### config.mk
export PLATFORM = sky130hd
export DESIGN_NAME = fetch_queue_decoder
export DESIGN_NICKNAME = d
export VERILOG_FILES = /design/src/rtl/fetch_queue_decoder.sv
export SDC_FILE = /design/constraint.sdc
export NUM_CORES = 1
export LEC_CHECK = 0
export CAP_MARGIN = 25
export CORE_MARGIN = 5
export CORE_UTILIZATION = 30
export CTS_BUF_LIST = sky130_fd_sc_hd__clkbuf_4
export CTS_CLUSTER_SIZE = 28
export DETAILED_ROUTE_END_ITERATION = 8
export PLACE_DENSITY_LB_ADDON = 0.25
export SETUP_SLACK_MARGIN = 0.5
export SKIP_CTS_REPAIR_TIMING = 1
export SLEW_MARGIN = 20
export SYNTH_ARGS = -nofsm -noshare
export SYNTH_HDL_FRONTEND = slang
export SYNTH_SLANG_ARGS = --single-unit
### constraint.sdc
create_clock -name clk -period 3.4 [get_ports clk]
set_input_delay 0.51 -clock clk [delete_from_list [all_inputs] [get_ports clk]]
set_output_delay 0.51 -clock clk [all_outputs]
set_load 0.02 [all_outputs]
### src/rtl/fetch_queue_decoder.sv
// fetch_queue_decoder
//   Instruction fetch front end: issues one 32-bit fetch at a time, collects
//   the returned words in a small circular prefetch queue and decodes the
//   queue head combinationally into RV32I-style fields.
//
// Ports
//   clk, rst                 clock, asynchronous active-high reset
//   imem_req_valid/ready     fetch request handshake
//   imem_req_addr            fetch byte address
//   imem_rsp_valid/data      response for the single outstanding request
//   redirect_valid/pc        flush the queue and restart fetch at redirect_pc
//   dec_valid/ready          head-of-queue handshake towards the consumer
//   dec_pc, dec_opcode, dec_funct3, dec_funct7, dec_rs1, dec_rs2, dec_rd,
//   dec_imm, dec_illegal     decoded head instruction (all zero when empty)
module fetch_queue_decoder #(
    parameter int          DEPTH    = 4,
    parameter logic [31:0] RESET_PC = 32'h0000_0000
) (
    input  logic        clk,
    input  logic        rst,
    output logic        imem_req_valid,
    input  logic        imem_req_ready,
    output logic [31:0] imem_req_addr,
    input  logic        imem_rsp_valid,
    input  logic [31:0] imem_rsp_data,
    input  logic        redirect_valid,
    input  logic [31:0] redirect_pc,
    output logic        dec_valid,
    input  logic        dec_ready,
    output logic [31:0] dec_pc,
    output logic [6:0]  dec_opcode,
    output logic [2:0]  dec_funct3,
    output logic [6:0]  dec_funct7,
    output logic [4:0]  dec_rs1,
    output logic [4:0]  dec_rs2,
    output logic [4:0]  dec_rd,
    output logic [31:0] dec_imm,
    output logic        dec_illegal
);

    localparam int PW = $clog2(DEPTH);
    localparam int CW = PW + 1;

    localparam logic [6:0] OP_LUI    = 7'b0110111;
    localparam logic [6:0] OP_AUIPC  = 7'b0010111;
    localparam logic [6:0] OP_JAL    = 7'b1101111;
    localparam logic [6:0] OP_JALR   = 7'b1100111;
    localparam logic [6:0] OP_LOAD   = 7'b0000011;
    localparam logic [6:0] OP_OPIMM  = 7'b0010011;
    localparam logic [6:0] OP_OP     = 7'b0110011;
    localparam logic [6:0] OP_STORE  = 7'b0100011;
    localparam logic [6:0] OP_BRANCH = 7'b1100011;

    typedef enum logic [1:0] {IDLE, WAIT, DROP} state_t;

    state_t          state;
    logic [31:0]     fetch_pc;
    logic [31:0]     req_pc;
    logic [PW-1:0]   rd_ptr;
    logic [PW-1:0]   wr_ptr;
    logic [CW-1:0]   count;
    logic [31:0]     q_pc    [DEPTH];
    logic [31:0]     q_instr [DEPTH];

    logic req_hs;
    logic push;
    logic pop;

    // rst gates the request so nothing is issued while reset is held.
    assign imem_req_valid = !rst && (state == IDLE) && (count < CW'(DEPTH)) && !redirect_valid;
    assign imem_req_addr  = fetch_pc;
    assign req_hs         = imem_req_valid && imem_req_ready;
    assign dec_valid      = (count != '0);
    // Redirect wins over both queue operations.
    assign push           = (state == WAIT) && imem_rsp_valid && !redirect_valid;
    assign pop            = dec_valid && dec_ready && !redirect_valid;

    always_ff @(posedge clk or posedge rst) begin
        if (rst) begin
            state    <= IDLE;
            fetch_pc <= RESET_PC;
            req_pc   <= '0;
            rd_ptr   <= '0;
            wr_ptr   <= '0;
            count    <= '0;
        end else if (redirect_valid) begin
            rd_ptr   <= '0;
            wr_ptr   <= '0;
            count    <= '0;
            fetch_pc <= redirect_pc;
            // An in-flight request must have its response thrown away; if
            // the response shows up this very cycle it is simply not pushed.
            if (state == WAIT)
                state <= imem_rsp_valid ? IDLE : DROP;
        end else begin
            case (state)
                IDLE: if (req_hs) begin
                    req_pc   <= fetch_pc;
                    fetch_pc <= fetch_pc + 32'd4;
                    state    <= WAIT;
                end
                WAIT: if (imem_rsp_valid) state <= IDLE;
                DROP: if (imem_rsp_valid) state <= IDLE;
                default: state <= IDLE;
            endcase
            if (push) wr_ptr <= wr_ptr + PW'(1);
            if (pop)  rd_ptr <= rd_ptr + PW'(1);
            case ({push, pop})
                2'b10:   count <= count + CW'(1);
                2'b01:   count <= count - CW'(1);
                default: count <= count;
            endcase
        end
    end

    // Queue storage needs no reset: count gates every read.
    always_ff @(posedge clk) begin
        if (push) begin
            q_pc[wr_ptr]    <= req_pc;
            q_instr[wr_ptr] <= imem_rsp_data;
        end
    end

    logic [31:0] instr;
    logic [31:0] imm_i, imm_s, imm_b, imm_u, imm_j;

    assign instr = q_instr[rd_ptr];
    assign imm_i = {{20{instr[31]}}, instr[31:20]};
    assign imm_s = {{20{instr[31]}}, instr[31:25], instr[11:7]};
    assign imm_b = {{19{instr[31]}}, instr[31], instr[7], instr[30:25], instr[11:8], 1'b0};
    assign imm_u = {instr[31:12], 12'b0};
    assign imm_j = {{11{instr[31]}}, instr[31], instr[19:12], instr[20], instr[30:21], 1'b0};

    always_comb begin
        dec_pc      = '0;
        dec_opcode  = '0;
        dec_funct3  = '0;
        dec_funct7  = '0;
        dec_rs1     = '0;
        dec_rs2     = '0;
        dec_rd      = '0;
        dec_imm     = '0;
        dec_illegal = 1'b0;
        if (dec_valid) begin
            dec_pc     = q_pc[rd_ptr];
            dec_opcode = instr[6:0];
            case (instr[6:0])
                OP_LUI, OP_AUIPC: begin
                    dec_rd  = instr[11:7];
                    dec_imm = imm_u;
                end
                OP_JAL: begin
                    dec_rd  = instr[11:7];
                    dec_imm = imm_j;
                end
                OP_JALR, OP_LOAD: begin
                    dec_rd     = instr[11:7];
                    dec_rs1    = instr[19:15];
                    dec_funct3 = instr[14:12];
                    dec_imm    = imm_i;
                end
                OP_OPIMM: begin
                    dec_rd     = instr[11:7];
                    dec_rs1    = instr[19:15];
                    dec_funct3 = instr[14:12];
                    dec_imm    = imm_i;
                    // Only the shift-immediates carry a meaningful funct7.
                    if (instr[14:12] == 3'b001 || instr[14:12] == 3'b101)
                        dec_funct7 = instr[31:25];
                end
                OP_OP: begin
                    dec_rd     = instr[11:7];
                    dec_rs1    = instr[19:15];
                    dec_rs2    = instr[24:20];
                    dec_funct3 = instr[14:12];
                    dec_funct7 = instr[31:25];
                end
                OP_STORE: begin
                    dec_rs1    = instr[19:15];
                    dec_rs2    = instr[24:20];
                    dec_funct3 = instr[14:12];
                    dec_imm    = imm_s;
                end
                OP_BRANCH: begin
                    dec_rs1    = instr[19:15];
                    dec_rs2    = instr[24:20];
                    dec_funct3 = instr[14:12];
                    dec_imm    = imm_b;
                end
                default: dec_illegal = 1'b1;
            endcase
        end
    end

endmodule

==> summary.txt, run 1 <==
Critical path
  – Largest delay share family, worst path: multiplexers
  – Setup crit end: dec_imm[12]
  – Reg2Reg Setup Slack: 1.05 ns
  – Worst setup path startpoint: rd_ptr[0]
  – CP Data Required Time: 2.89 ns
  – WP buf/inv: 3
  – Crit path largest cell delay: 0.60 ns
  – Arr. time, crit path: 3.15 ns
  – Reg-to-reg endpoint: imem_req_addr[30]
  – Critical path class: flip-flop to output pin
  – CP max FO: 8
  – Crit path cell chain: mux4_2 -> or3_4 -> o32ai_4 -> buf_6 -> o21ai_4 -> buf_8 -> a21oi_2 -> buf_4
  – Slowest cell on crit path: mux4_2
  – WP depth: 8
  – Critical path startpoint category: flip-flop
  – Worst R2R Start: imem_req_addr[2]
  – R2R cell count: 6
  – Critical Path End Type: output pin

Logic synthesis
  – Synth top area cells: edfxtp_1, dfrtp_1, mux4_2
  – Avg Cell Area, Syn: 15.24 µm²
  – Post-synth top area share: 55.19%
  – Seq/Total Area, Yosys: 68.30%
  – Synth top cells by count: edfxtp_1, nand2_1, dfrtp_1, mux4_2, and2_1
  – Post-synth EDFFs: 256
  – Netlist Area Pre-Place: 13930 µm²
  – Synth cell types: 69
  – Most frequent cell after synthesis: edfxtp_1
  – Ys Warns: 0
  – Synth Flop Type: edfxtp_1
  – Post-synth top area cell: edfxtp_1
  – Mapped Nets: 992
  – Post-synth ARST share: 22.19%
  – Cells after synthesis: 914
  – Flip-flop and latch count after synthesis: 329

Power and ir drop
  – Power per cell area: 699.7 nW/µm²
  – Pleak: 6.942 nW
  – Clock share of power: 26.0%
  – Pint: 8.677 mW
  – Sw frac: 33.22%
  – Sw Pwr: 4.317 mW
  – Part of the power in registers: 41.0%
  – Peak supply drop: 427.6 µV
  – Combinational share of power: 33.0%

Global routing
  – Largest net degree at the start of global routing: 48
  – Gr usage total: 14.20%
  – Met3 GRT Util: 4.702%
  – Most Used Layer, Global Route: met2
  – GRT met2 Usage: 21.80%
  – M1 GR Usage: 19.09%
  – Vias in the first global route: 9529
  – First-pass GRT wire length: 55.81 mm
  – Initial antenna violation count: 2
  – Gr ovfl total: 0

Final layout
  – Area grow syn2layout: 33.32%
  – Layout cells sized above 1: 34.13%
  – Filler Cell Count: 4420
  – Nets@finish: 1310
  – Area of the multi-input gates: 4431 µm²
  – Register area: 9524 µm²

Timing
  – Final slew viol count: 0
  – Setup Viol. Count Final: 51
  – Fin. Hold Viols: 0
  – Clock skew: 0.05570 ns
  – Setup TNS: -8.476 ns
  – Final worst path period need: 3.661 ns
  – Maximum clock rate: 273.2 MHz
  – RSZ-0062 raised after global routing: true
  – Final setup margin: -0.2609 ns
  – Tcrit/Tclk final: 107.7%
  – Worst Max-Slew Pin Slew: 0.7239 ns
  – Worst hold slack: 0.2274 ns
  – Rel. slew slack: 51.29%

Place
  – Post-DP HPWL: 23.87 mm
  – Input/output buffers: 200
  – Routability cong.: 0.8547

Job
  – Max Cap Viol: 0

Clocking
  – Clk buf depth: 3
  – CTS tree: built
  – Clock latency on the worst-skew pair: 0.79 ns
  – CTS Root Cell: clkbuf_4
  – Total clock sinks: 329
  – Htree depth: 3
  – Clk pin slew, worst setup/hold paths: 0.07 ns
  – CTS buffer count: 88

Die
  – I/O Pins: 201
  – Die area: 50840 µm²
  – Horiz. Die Dim: 225.5 µm
  – Core Box Area: 46260 µm²
  – Rows: 79
  – Die height: 225.5 µm
  – Initial Util: 30.11%

Run status
  – Outcome: finished, violations left
  – Violated checks: setup timing

Routing
  – DRT Pass-1 Iters: 7
  – Vias per cell: 4.790
  – Drt drc: 0
  – Total Wirelength: 37.63 mm
  – Post-route ant nets: 0
  – WL/cell: 19.70 µm
  – Via count: 9148
  – Initial DRC count: 545

Worst hold path
  – HP Class: input port to asynchronous set/reset pin
## worst min path at each step
stage / end / slack [ns] / start
floorplan: q_pc[0][0] / 0.48 / req_pc[0]
global placement: state[1] / 0.49 / state[1]
detailed placement: q_pc[1][16] / 0.51 / req_pc[16]
CTS: imem_req_addr[31] / 0.1 / rst
global route: count[1] / 0.19 / redirect_valid
finish: imem_req_addr[31] / 0.23 / rst
## routing by layer
| layer | wire length [µm] | part of all wire [%] | up-vias |
|---|---|---|---|
| met2 | 17210 | 46 | 340 |
| met5 | 0 | 0 | - |
| met3 | 2742 | 7.3 | 77 |
| met4 | 884 | 2.3 | 0 |
| li1 | - | - | 4186 |
| met1 | 16790 | 45 | 4545 |
## flip-flops by register name (all words and copies together), names as in the netlist
signal	count
rd_ptr	2
imem_req_addr	32
req_pc	32
q_instr	128
count	3
wr_ptr	2
state	2
q_pc	128
## per-stage QoR
stage	cell area (µm²)	utilization, %	worst slack (ns)	power [mW]	cells
6_report	18570	40.14	-0.2609	12.99	1910
5_1_grt	18570	40.14	-0.4275	13.75	1910
4_1_cts	18010	38.94	-0.9652	12.65	1877
3_5_place_dp	16910	36.56	-0.05667	9.181	1718
3_3_place_gp	16900	36.54	-0.01227	9.153	1717
2_1_floorplan	13940	-	0.5295	7.521	914
## cell usage in the layout, fill, tap and decap left out, drive strengths merged, types with 11 or more instances in the layout
master / instances
and3: 11
and2: 50
a21oi: 31
inv: 22
dlymetal6s2s: 14
clkbuf: 143
nand2: 144
nand3: 11
clkinv: 30
o21ai: 33
dfrtp: 73
nor2b: 17
nor2: 35
clkdlybuf4s50: 100
edfxtp: 256
mux4: 64
buf: 142
## final cells by class
| type | count | area share (%) |
|---|---|---|
| Antenna cell | 2 | 0.02695 |
| Clock buffer | 126 | 5.094 |
| Clock inverter | 33 | 0.8489 |
| Inverter | 20 | 0.4312 |
| Multi-Input combinational cell | 520 | 23.86 |
| Sequential cell | 329 | 51.29 |
| Tap cell | 607 | 4.090 |
| Timing Repair Buffer | 273 | 14.36 |
## power groups by stage
stage                     clock network (mW)  registers (mW)  logic, mW
after floorplan                            0            5.29       2.23
after global placement                     0            5.38       3.77
after detailed placement                   0            5.41       3.77
after CTS                               3.53            5.33       3.78
after global routing                    3.73            5.40       4.63
final                                   3.38            5.33       4.29
## cells by family (layout without fill, tap and decap cells)
family	after synthesis	count (layout)	synth area share, %
compound gates	108	108	5.389
xor+xnor	11	11	0.6916
fa+ha+maj	8	8	0.7725
buf+inv	66	452	2.003
flops	329	329	68.30
mux	73	73	11.17
other cells	0	2	0
simple gates	319	320	11.67
Power figures use the tool's default switching activity.
==> run 2: changes to the inputs <==
--- a/config.mk
+++ b/config.mk
@@ -7,7 +7,7 @@
 export LEC_CHECK = 0
 export CAP_MARGIN = 25
 export CORE_MARGIN = 5
-export CORE_UTILIZATION = 30
+export CORE_UTILIZATION = 42
 export CTS_BUF_LIST = sky130_fd_sc_hd__clkbuf_4
 export CTS_CLUSTER_SIZE = 28
 export DETAILED_ROUTE_END_ITERATION = 8
==> summary.txt, run 2 (synthesis gave the netlist of run 1 again) <==
Die
  – Die area: 36910 µm² (-27%)
  – Core Box Area: 32620 µm² (-29%)
  – Initial Util: 42.70% (+13 points)
  – I/O Pins: 201 (unchanged)
  – Die height: 192.1 µm (-15%)
  – Rows: 66 (-16%)
  – Horiz. Die Dim: 192.1 µm (-15%)

Routing
  – Via count: 9090 (-0.63%)
  – Drt drc: 0 (unchanged)
  – WL/cell: 19.83 µm (+0.64%)
  – DRT Pass-1 Iters: 7 (unchanged)
  – Initial DRC count: 499 (-8.4%)
  – Vias per cell: 5.230 (+9.2%)
  – Total Wirelength: 34.46 mm (-8.4%)
  – Post-route ant nets: 0 (unchanged)

Timing
  – Final slew viol count: 0 (unchanged)
  – Clock skew: 0.07289 ns (+0.01719 ns)
  – RSZ-0062 raised after global routing: true
  – Maximum clock rate: 275.7 MHz (+0.92%)
  – Final setup margin: -0.2275 ns (+0.03342 ns)
  – Tcrit/Tclk final: 106.7% (-0.98 points)
  – Worst Max-Slew Pin Slew: 0.7683 ns (+0.04444 ns)
  – Fin. Hold Viols: 0 (unchanged)
  – Final worst path period need: 3.627 ns (-0.03342 ns)
  – Setup TNS: -4.952 ns (+3.525 ns)
  – Rel. slew slack: 48.70% (-2.6 points)
  – Setup Viol. Count Final: 46 (-9.8%)

Global routing
  – Vias in the first global route: 9498 (-0.33%)
  – Gr ovfl total: 0 (unchanged)
  – Initial antenna violation count: 3 (+1)
  – Largest net degree at the start of global routing: 52 (+8.3%)
  – First-pass GRT wire length: 52.52 mm (-5.9%)
  – Gr usage total: 18.38% (+4.2 points)

Job
  – Max Cap Viol: 0 (unchanged)

Clocking
  – CTS buffer count: 84 (-4.5%)
  – CTS tree: built
  – CTS Root Cell: clkbuf_4
  – Clk buf depth: 3 (unchanged)
  – Total clock sinks: 329 (unchanged)
  – Clock latency on the worst-skew pair: 0.68 ns (-0.11 ns)
  – Htree depth: 3 (unchanged)
  – Clk pin slew, worst setup/hold paths: 0.07 ns (about the same)

Run status
  – Violated checks: setup timing
  – Outcome: finished, violations left

Final layout
  – Filler Cell Count: 2737 (-38%)
  – Area grow syn2layout: 31.06%
  – Largest registers: q_instr x128, q_pc x128
  – Nets@finish: 1302 (-0.61%)
  – Most common cell after layout, fill and taps aside: edfxtp_1
  – Final Core Density: 55.97% (+16 points)
  – Most frequent cells in the layout: edfxtp_1, nand2_1, clkbuf_4
  – Area of the multi-input gates: 4339 µm² (-2.1%)
  – Register area: 9519 µm² (about the same)
  – Layout cells sized above 1: 30.97% (-3.2 points)

Critical path
  – CP Data Required Time: 2.89 ns (about the same)
  – Arr. time, crit path: 3.12 ns (-0.03 ns)
  – Critical path startpoint category: flip-flop
  – Critical path class: flip-flop to output pin
  – Critical Path End Type: output pin
  – CP max FO: 14 (+6)

Place
  – Post-DP HPWL: 22.42 mm (-6.1%)
  – Input/output buffers: 200 (unchanged)
  – Routability cong.: 0.8518 (-0.34%)

Power and ir drop
  – Power per cell area: 693.5 nW/µm² (-0.89%)
  – Pleak: 7.206 nW (+3.8%)
  – Peak supply drop: 450.4 µV (+5.3%)

Worst hold path
  – HP Class: input port to asynchronous set/reset pin
==> run 2: changes by cell type in the layout (fill, tap and decap cells not counted), moves of 4 or more <==
cell,delta
a21oi_1,+7
nor2_4,-4
buf_6,-14
dlymetal6s2s_1,+21
buf_4,+7
buf_2,-14
nor2_1,+5
a21oi_2,-4
==> run 2: worst max-delay path, cell delays in order, from the launching register on <==
cell,delay (ns)
dfrtp_4,0.50
buf_4,0.14
mux4_2,0.54
nand4b_1,0.26
o32ai_4,0.28
buf_6,0.15
o21ai_4,0.07
buf_12,0.16
a21oi_1,0.17
buf_4,0.17
==> run 2: layout make-up <==
| cell class | instances | share of cell area, % |
|---|---|---|
| sequential | 329 | 52.14 |
| multi-input combinational | 519 | 23.77 |
| timing repair buffer | 270 | 14.57 |
| clock buffer | 125 | 5.140 |
| tap | 442 | 3.029 |
| clock inverter | 32 | 0.9115 |
| inverter | 20 | 0.4249 |
| antenna | 1 | 0.01371 |
==> run 2: through the flow <==
stage                     worst slack, ns  std cells  power (mW)  hold WS, ns  area (µm²)
after global routing              -0.3600       1738       13.41       0.3786       18260
final                             -0.2275       1738       12.66       0.3558       18260
after floorplan                    0.5295        914       7.521       0.4758       13940
after CTS                         -0.7674       1708       12.47       0.3051       17790
after global placement           0.006582       1550       9.042       0.4811       16680
after detailed placement          0.01716       1551       9.089       0.4864       16690
==> run 2: worst paths after layout <==
check	cells past startpoint	startpoint	slack [ns]	endpoint
min	2	rst	0.36	rd_ptr[0]
min in group clk	3	redirect_pc[17]	0.40	imem_req_addr[17]
min reg2reg	0	req_pc[27]	0.50	q_pc[0][27]
max in group asynchronous	3	rst	2.26	imem_req_addr[30]
max	9	rd_ptr[0]	-0.23	dec_imm[17]
max reg2reg	6	imem_req_addr[3]	0.95	imem_req_addr[28]
==> run 2: power by group <==
part	switching, mW	leakage [nW]	total, mW	internal [mW]
Combinational	2.12	3.33	4.04	1.93
Sequential	0.390	3.22	5.30	4.91
Clock	1.53	0.655	3.31	1.78
==> run 2: per-layer routing <==
layer	up-vias	GRT usage (%)	routed length, µm
met5	-	0	26
met4	4	6.034	706
met3	71	4.944	2782
met2	361	29.76	16390
met1	4488	24.32	14560
li1	4166	-	-
